--- config.mk ---
export PLATFORM = sky130hd
export DESIGN_NAME = clk_strobe_gen
export DESIGN_NICKNAME = d
export VERILOG_FILES = /design/src/rtl/clkgen_pkg.sv /design/src/rtl/strobe_div.sv /design/src/rtl/clk_strobe_gen.sv
export SDC_FILE = /design/constraint.sdc
export NUM_CORES = 1
export LEC_CHECK = 0
export CAP_MARGIN = 0
export CELL_PAD_IN_SITES_DETAIL_PLACEMENT = 0
export CELL_PAD_IN_SITES_GLOBAL_PLACEMENT = 2
export CORE_ASPECT_RATIO = 1.25
export CORE_MARGIN = 4
export CORE_UTILIZATION = 38
export CTS_CLUSTER_DIAMETER = 40
export DETAILED_ROUTE_END_ITERATION = 12
export MAX_ROUTING_LAYER = met4
export PLACE_DENSITY = 0.84
export SLEW_MARGIN = 15
export SYNTH_ARGS = -nofsm -noshare
export SYNTH_HDL_FRONTEND = slang
export SYNTH_SLANG_ARGS = --single-unit
--- constraint.sdc ---
create_clock -name clk_sys -period 2.49 [get_ports clk_sys]
set_clock_uncertainty 0.05 [all_clocks]
set_input_delay 0.747 -clock clk_sys [delete_from_list [all_inputs] [get_ports clk_sys]]
set_output_delay 0.747 -clock clk_sys [all_outputs]
set_load 0.05 [all_outputs]
--- src/rtl/clkgen_pkg.sv ---
// ---------------------------------------------------------------------------
// clkgen_pkg
// Shared types and defaults for the clk_sys strobe generator.
//   turbo_t     : CPU turbo selection (x1 / x2 / x4, with code 3 also x4)
//   sub_period  : clk_sys cycles per CPU sub-period for a given turbo level
//   DEF_*       : default divider settings for the standard clk_sys rate
// ---------------------------------------------------------------------------
package clkgen_pkg;

    typedef enum logic [1:0] {
        TURBO_X1  = 2'd0,
        TURBO_X2  = 2'd1,
        TURBO_X4  = 2'd2,
        TURBO_X4B = 2'd3
    } turbo_t;

    localparam int DEF_CPU_DIV      = 28;
    localparam int DEF_F2_OFFSET    = 2;
    localparam int DEF_PERIPH_PHASE = 4;
    localparam int DEF_PIX_DIV      = 6;
    localparam int DEF_PS2_DIV      = 3571;

    // Code 3 is an alias of x4 so that every turbo code yields a valid rate.
    function automatic int sub_period(input int cpu_div, input turbo_t t);
        int result;
        case (t)
            TURBO_X1: result = cpu_div;
            TURBO_X2: result = cpu_div >> 1;
            default:  result = cpu_div >> 2;
        endcase
        return result;
    endfunction

endpackage

--- src/rtl/strobe_div.sv ---
// ---------------------------------------------------------------------------
// strobe_div
// Free-running modulo-DIV counter with a registered one-cycle strobe.
// The strobe fires in the cycle after the counter reads 0 and, when PHASE_B
// is non-zero, also in the cycle after it reads PHASE_B.
//   clk_sys  in  system clock
//   reset_n  in  asynchronous active-low reset
//   strobe   out registered strobe
// ---------------------------------------------------------------------------
module strobe_div
    import clkgen_pkg::*;
#(
    parameter int DIV     = DEF_PIX_DIV,
    parameter int PHASE_B = 0
) (
    input  logic clk_sys,
    input  logic reset_n,
    output logic strobe
);

    localparam int W = (DIV > 1) ? $clog2(DIV) : 1;

    logic [W-1:0] cnt_reg;

    always_ff @(posedge clk_sys or negedge reset_n) begin
        if (!reset_n) begin
            cnt_reg <= '0;
            strobe  <= 1'b0;
        end else begin
            strobe  <= (cnt_reg == '0) || (cnt_reg == W'(PHASE_B));
            cnt_reg <= (cnt_reg == W'(DIV - 1)) ? '0 : cnt_reg + W'(1);
        end
    end

endmodule

--- src/rtl/clk_strobe_gen.sv ---
// ---------------------------------------------------------------------------
// clk_strobe_gen
// Turns clk_sys into one-cycle clock-enable strobes for the CPU, DMA/PIT,
// CRT, scandoubler and keyboard. Every output is registered and each strobe
// is high for exactly one clk_sys cycle.
//
// Ports:
//   clk_sys    in   system clock
//   reset_n    in   asynchronous active-low reset
//   turbo      in   [1:0] 0=x1, 1=x2, 2/3=x4
//   cpu_hold   in   masks clk_f1/clk_f2; counters keep running
//   clk_f1     out  CPU phase-1 strobe
//   clk_f2     out  CPU phase-2 strobe (F2_OFFSET cycles after clk_f1)
//   clk_per    out  PIT/DMA strobe, once per base CPU period
//   clk_pix    out  pixel strobe
//   clk_pix2x  out  double-rate pixel strobe
//   clk_ps2    out  PS/2 sample strobe
//   turbo_act  out  [1:0] turbo level currently in effect
//
// Build option: define CLKGEN_PS2_STROBE_EN to build the PS/2 divider;
// without it clk_ps2 is tied low and PS2_DIV is not used.
// ---------------------------------------------------------------------------
module clk_strobe_gen
    import clkgen_pkg::*;
#(
    parameter int CPU_DIV      = DEF_CPU_DIV,
    parameter int F2_OFFSET    = DEF_F2_OFFSET,
    parameter int PERIPH_PHASE = DEF_PERIPH_PHASE,
    parameter int PIX_DIV      = DEF_PIX_DIV,
    parameter int PS2_DIV      = DEF_PS2_DIV
) (
    input  logic       clk_sys,
    input  logic       reset_n,
    input  logic [1:0] turbo,
    input  logic       cpu_hold,
    output logic       clk_f1,
    output logic       clk_f2,
    output logic       clk_per,
    output logic       clk_pix,
    output logic       clk_pix2x,
    output logic       clk_ps2,
    output logic [1:0] turbo_act
);

    localparam int CW = $clog2(CPU_DIV);

    // Elaboration-time sanity checks on the divider settings.
    if ((CPU_DIV % 4) != 0) begin : g_bad_cpu_div
        $error("clk_strobe_gen: CPU_DIV must be divisible by 4");
    end
    if (F2_OFFSET >= CPU_DIV / 4) begin : g_bad_f2_offset
        $error("clk_strobe_gen: F2_OFFSET must be < CPU_DIV/4");
    end
    if (PERIPH_PHASE >= CPU_DIV) begin : g_bad_periph_phase
        $error("clk_strobe_gen: PERIPH_PHASE must be < CPU_DIV");
    end
    if ((PIX_DIV < 2) || ((PIX_DIV % 2) != 0)) begin : g_bad_pix_div
        $error("clk_strobe_gen: PIX_DIV must be even and >= 2");
    end

    // ------------------------------------------------------------------
    // CPU path: base-period counter plus turbo sub-period counter
    // ------------------------------------------------------------------
    logic [CW-1:0] cpu_cnt_reg;
    logic [CW-1:0] sub_cnt_reg;
    turbo_t        turbo_q_reg;
    logic [CW-1:0] sub_last;
    logic          cpu_wrap;

    assign sub_last = CW'(sub_period(CPU_DIV, turbo_q_reg) - 1);
    assign cpu_wrap = (cpu_cnt_reg == CW'(CPU_DIV - 1));

    always_ff @(posedge clk_sys or negedge reset_n) begin
        if (!reset_n) begin
            cpu_cnt_reg <= '0;
            sub_cnt_reg <= '0;
            turbo_q_reg <= TURBO_X1;
            clk_f1      <= 1'b0;
            clk_f2      <= 1'b0;
            clk_per     <= 1'b0;
        end else begin
            // Hold only masks the strobes; the counters never pause, so the
            // phase grid is preserved across a hold window.
            clk_f1  <= (sub_cnt_reg == '0) && !cpu_hold;
            clk_f2  <= (sub_cnt_reg == CW'(F2_OFFSET)) && !cpu_hold;
            clk_per <= (cpu_cnt_reg == CW'(PERIPH_PHASE));

            if (cpu_wrap) begin
                // Turbo is only accepted at the base-period boundary, and the
                // sub counter restarts with it, so a rate change can never
                // produce a short or stretched sub-period.
                cpu_cnt_reg <= '0;
                sub_cnt_reg <= '0;
                turbo_q_reg <= turbo_t'(turbo);
            end else begin
                cpu_cnt_reg <= cpu_cnt_reg + CW'(1);
                sub_cnt_reg <= (sub_cnt_reg == sub_last) ? '0 : sub_cnt_reg + CW'(1);
            end
        end
    end

    assign turbo_act = turbo_q_reg;

    // ------------------------------------------------------------------
    // Pixel strobes. Two identical counters share clock and reset, so they
    // stay in lock-step; the 2x copy adds a second tap at PIX_DIV/2.
    // ------------------------------------------------------------------
    strobe_div #(
        .DIV     (PIX_DIV),
        .PHASE_B (0)
    ) u_pix_div (
        .clk_sys (clk_sys),
        .reset_n (reset_n),
        .strobe  (clk_pix)
    );

    strobe_div #(
        .DIV     (PIX_DIV),
        .PHASE_B (PIX_DIV / 2)
    ) u_pix2x_div (
        .clk_sys (clk_sys),
        .reset_n (reset_n),
        .strobe  (clk_pix2x)
    );

    // ------------------------------------------------------------------
    // PS/2 sampling strobe
    // ------------------------------------------------------------------
`ifdef CLKGEN_PS2_STROBE_EN
    strobe_div #(
        .DIV     (PS2_DIV),
        .PHASE_B (0)
    ) u_ps2_div (
        .clk_sys (clk_sys),
        .reset_n (reset_n),
        .strobe  (clk_ps2)
    );
`else
    assign clk_ps2 = 1'b0;
`endif

endmodule

==> reports/qor.txt <==
DR vias/cell -> 4.64
Switching Fraction -> 33.2%
final RePlAce weighted congestion -> 0.706
H-tree depth -> 1
CTS root buf -> clkbuf_4
Sequential Power Share -> 55.5%
register area share after synthesis -> 55.6%
Worst path max stage delay -> 840 ps
crit path kind -> reg -> out
core area -> 2530 um^2
peak supply drop -> 0.356 mV
reg-to-reg critical path endpoint -> sub_cnt_reg[2]
Finished Layout Cells -> 135
Initial DRT Pass Iterations -> 2
Setup-failing EPs final -> 0
capture point of the worst path -> turbo_act[1]
Register-to-Register Path Depth -> 3
TNS Setup -> 0 ps
Syn Nets -> 98
Compound-Gate Fraction of Synth Area -> 6.41%
Rows -> 20
kind of start point of the critical path -> flop
post-route ant nets -> 0
Setup crit start -> turbo_act[1]
Worst Path Buf+Inv -> 1
Comb pwr share -> 25.9%
area delta synth->final -> 17.3%
WP depth -> 1
Rel. slew slack -> 64.3%
largest family of logic cells by synthesized area -> simple AND/OR/NAND/NOR gates
Post-DP Area -> 1190 um^2
Leak -> 0.570 nW
RSZ-0062 raised after global routing -> no
PnR worst setup slack -> 102 ps
Reg clk slew, reported paths -> 120 ps
post-synth cell types -> 27
Reg2Reg Launch Point -> sub_cnt_reg[2]
Worst path slowest cell -> clkdlybuf4s50_1
Total Wirelength -> 1520 um
CTS tree -> built
CP arrival -> 1590 ps
Syn Std Cell Area -> 1030 um^2
post-synthesis xor/xnor area fraction -> 4.23%
Initial Util -> 40.9%
max-cap viol count -> 0
routed vias -> 626
Final Cycle Share -> 95.9%
Clk network pwr share -> 18.6%
net switching power -> 0.294 mW
Synth Area in Simple Gates -> 18.3%
Cell Pwr Density -> 728 nW/um^2
Detailed Place HPWL -> 1120 um
GRT Util Overall -> 10.6%
Worst Path Max Fanout -> 7
endpoints failing hold -> 0
diode count -> 0
dpl ws -> 429 ps
Post-CTS Setup Inserts -> 0
# fillers -> 257
first-pass GRT wire length -> 2740 um
Syn. warnings -> 0
die height -> 66.3 um
max-slew violation count -> 0
# DRC -> 0
total clock sinks -> 23
Remaining Overflow, GRT -> 0
Die Wd -> 54.7 um
hold buffers post-CTS -> 0
initial DRC count -> 6
CP delay by family, top -> buffers and inverters
post_cts resized -> 0
hold crit path type -> reg -> reg
CP required -> 1690 ps
Final Net Count -> 114
share of layout cells above drive strength 1 -> 10.8%
Slew @ Worst Pin -> 530 ps
post-route cell area -> 1210 um^2
clock buffer count from CTS -> 3
Fmax -> 0.419 GHz
vias in the first global route -> 657
Tmin final -> 2390 ps
Wirelength per Cell -> 11.2 um
Synth Area per Inst -> 11.9 um^2
worst path cell trace -> clkdlybuf4s50_1
outcome -> completed
Yosys reg bits -> 23
Port Buf Inserts -> 11
Die ar. -> 3630 um^2
Placed Cells -> 131
Pint -> 0.590 mW
reg-to-reg setup timing slack -> 820 ps
Post-Synth Adder-Cell Area -> 7.26%
Crit. End Element -> output pin
IO Count -> 13
initial antenna violation count -> 0
Syn Inst Count -> 87
Max Root-Sink Buffers -> 2
mux contribution to synthesized area -> 4.23%
pin count of the biggest net entering global routing -> 24
worst skew pair latency -> 300 ps
==> metrics by stage <==
step | power [mW] | utilization [%] | hold slack (ps)
floorplan | 0.664 | - | 393
global placement | 0.729 | 46.9 | 411
detailed placement | 0.733 | 46.9 | 417
CTS | 0.904 | 48.0 | 431
global route | 0.961 | 48.0 | 455
finish | 0.884 | 48.0 | 429
==> cells in the mapped netlist <==
cell type	count	area share [%]
a31oi_1	1	0.60
nor2_1	6	2.2
nand3b_1	2	1.5
nand3_1	3	1.5
o41ai_2	1	1.6
or4b_4	1	1.3
conb_1	1	0.36
nor4_1	1	0.60
nand2b_1	2	1.2
xnor2_1	2	1.7
xor2_1	3	2.5
o21ai_0	2	0.97
nor3b_1	3	2.2
nor3_1	5	2.4
dfrtp_1	23	56
buf_4	1	0.73
or2b_1	1	0.73
mux2_2	3	3.3
inv_1	8	2.9
nand4b_1	1	0.85
and2_1	2	1.2
or3b_1	1	0.85
nand2_1	5	1.8
a21o_1	1	0.73
mux2i_1	1	0.97
a221oi_4	1	2.5
ha_1	6	7.3
==> power by group through the flow <==
stage / logic [mW] / clock network (mW) / registers, mW
after floorplan: 0.161 / 0 / 0.504
after global placement: 0.230 / 0 / 0.499
after detailed placement: 0.234 / 0 / 0.499
after CTS: 0.235 / 0.178 / 0.491
after global routing: 0.265 / 0.196 / 0.501
final: 0.229 / 0.165 / 0.491
==> metal layers <==
| layer | track usage (%) | share of wire, % |
|---|---|---|
| met3 | 2.71 | 4.5 |
| met1 | 12.7 | 45 |
| met4 | 4.67 | 1.1 |
| met5 | - | 0 |
| met2 | 16.3 | 49 |
==> final cells by class <==
type | count | area, um^2 | area share (%)
clock buffer | 3 | 22.5 | 1.86
clock inverter | 1 | 5.00 | 0.412
inverter | 8 | 30.0 | 2.47
multi-input combinational | 55 | 422 | 34.7
sequential | 23 | 576 | 47.4
tap | 33 | 41.3 | 3.40
timing repair buffer | 12 | 118 | 9.69
==> worst min-delay path by stage <==
stage / start / endpoint / cells after the start
after global routing: u_pix_div.cnt_reg[1] / u_pix_div.strobe / 1
after detailed placement: u_pix_div.cnt_reg[1] / u_pix_div.strobe / 1
final: u_pix_div.cnt_reg[1] / u_pix_div.strobe / 1
after CTS: u_pix_div.cnt_reg[1] / u_pix_div.strobe / 1
after global placement: u_pix_div.cnt_reg[1] / u_pix_div.strobe / 1
after floorplan: u_pix_div.cnt_reg[1] / u_pix_div.strobe / 1
==> layout by cell type, fill, tap and decap left out, drive strengths merged, types with 2 or more instances in the layout <==
master and count:
and2 2, clkbuf 3, clkdlybuf4s50 11, dfrtp 23, ha 6, inv 8
mux2 3, nand2 5, nand2b 2, nand3 3, nand3b 2, nor2 6
nor3 5, nor3b 3, o21ai 2, xnor2 2, xor2 3
==> logic make-up after synthesis <==
kind of cell / after synthesis
DFF: 23
adders and majority gates: 6
AOI/OAI and AO/OA: 6
and+or+nand+nor: 33
other: 1
buffers and inverters: 9
xor gates and xnor gates: 5
muxes: 4
Note: power is estimated with default switching activity, not from simulation.
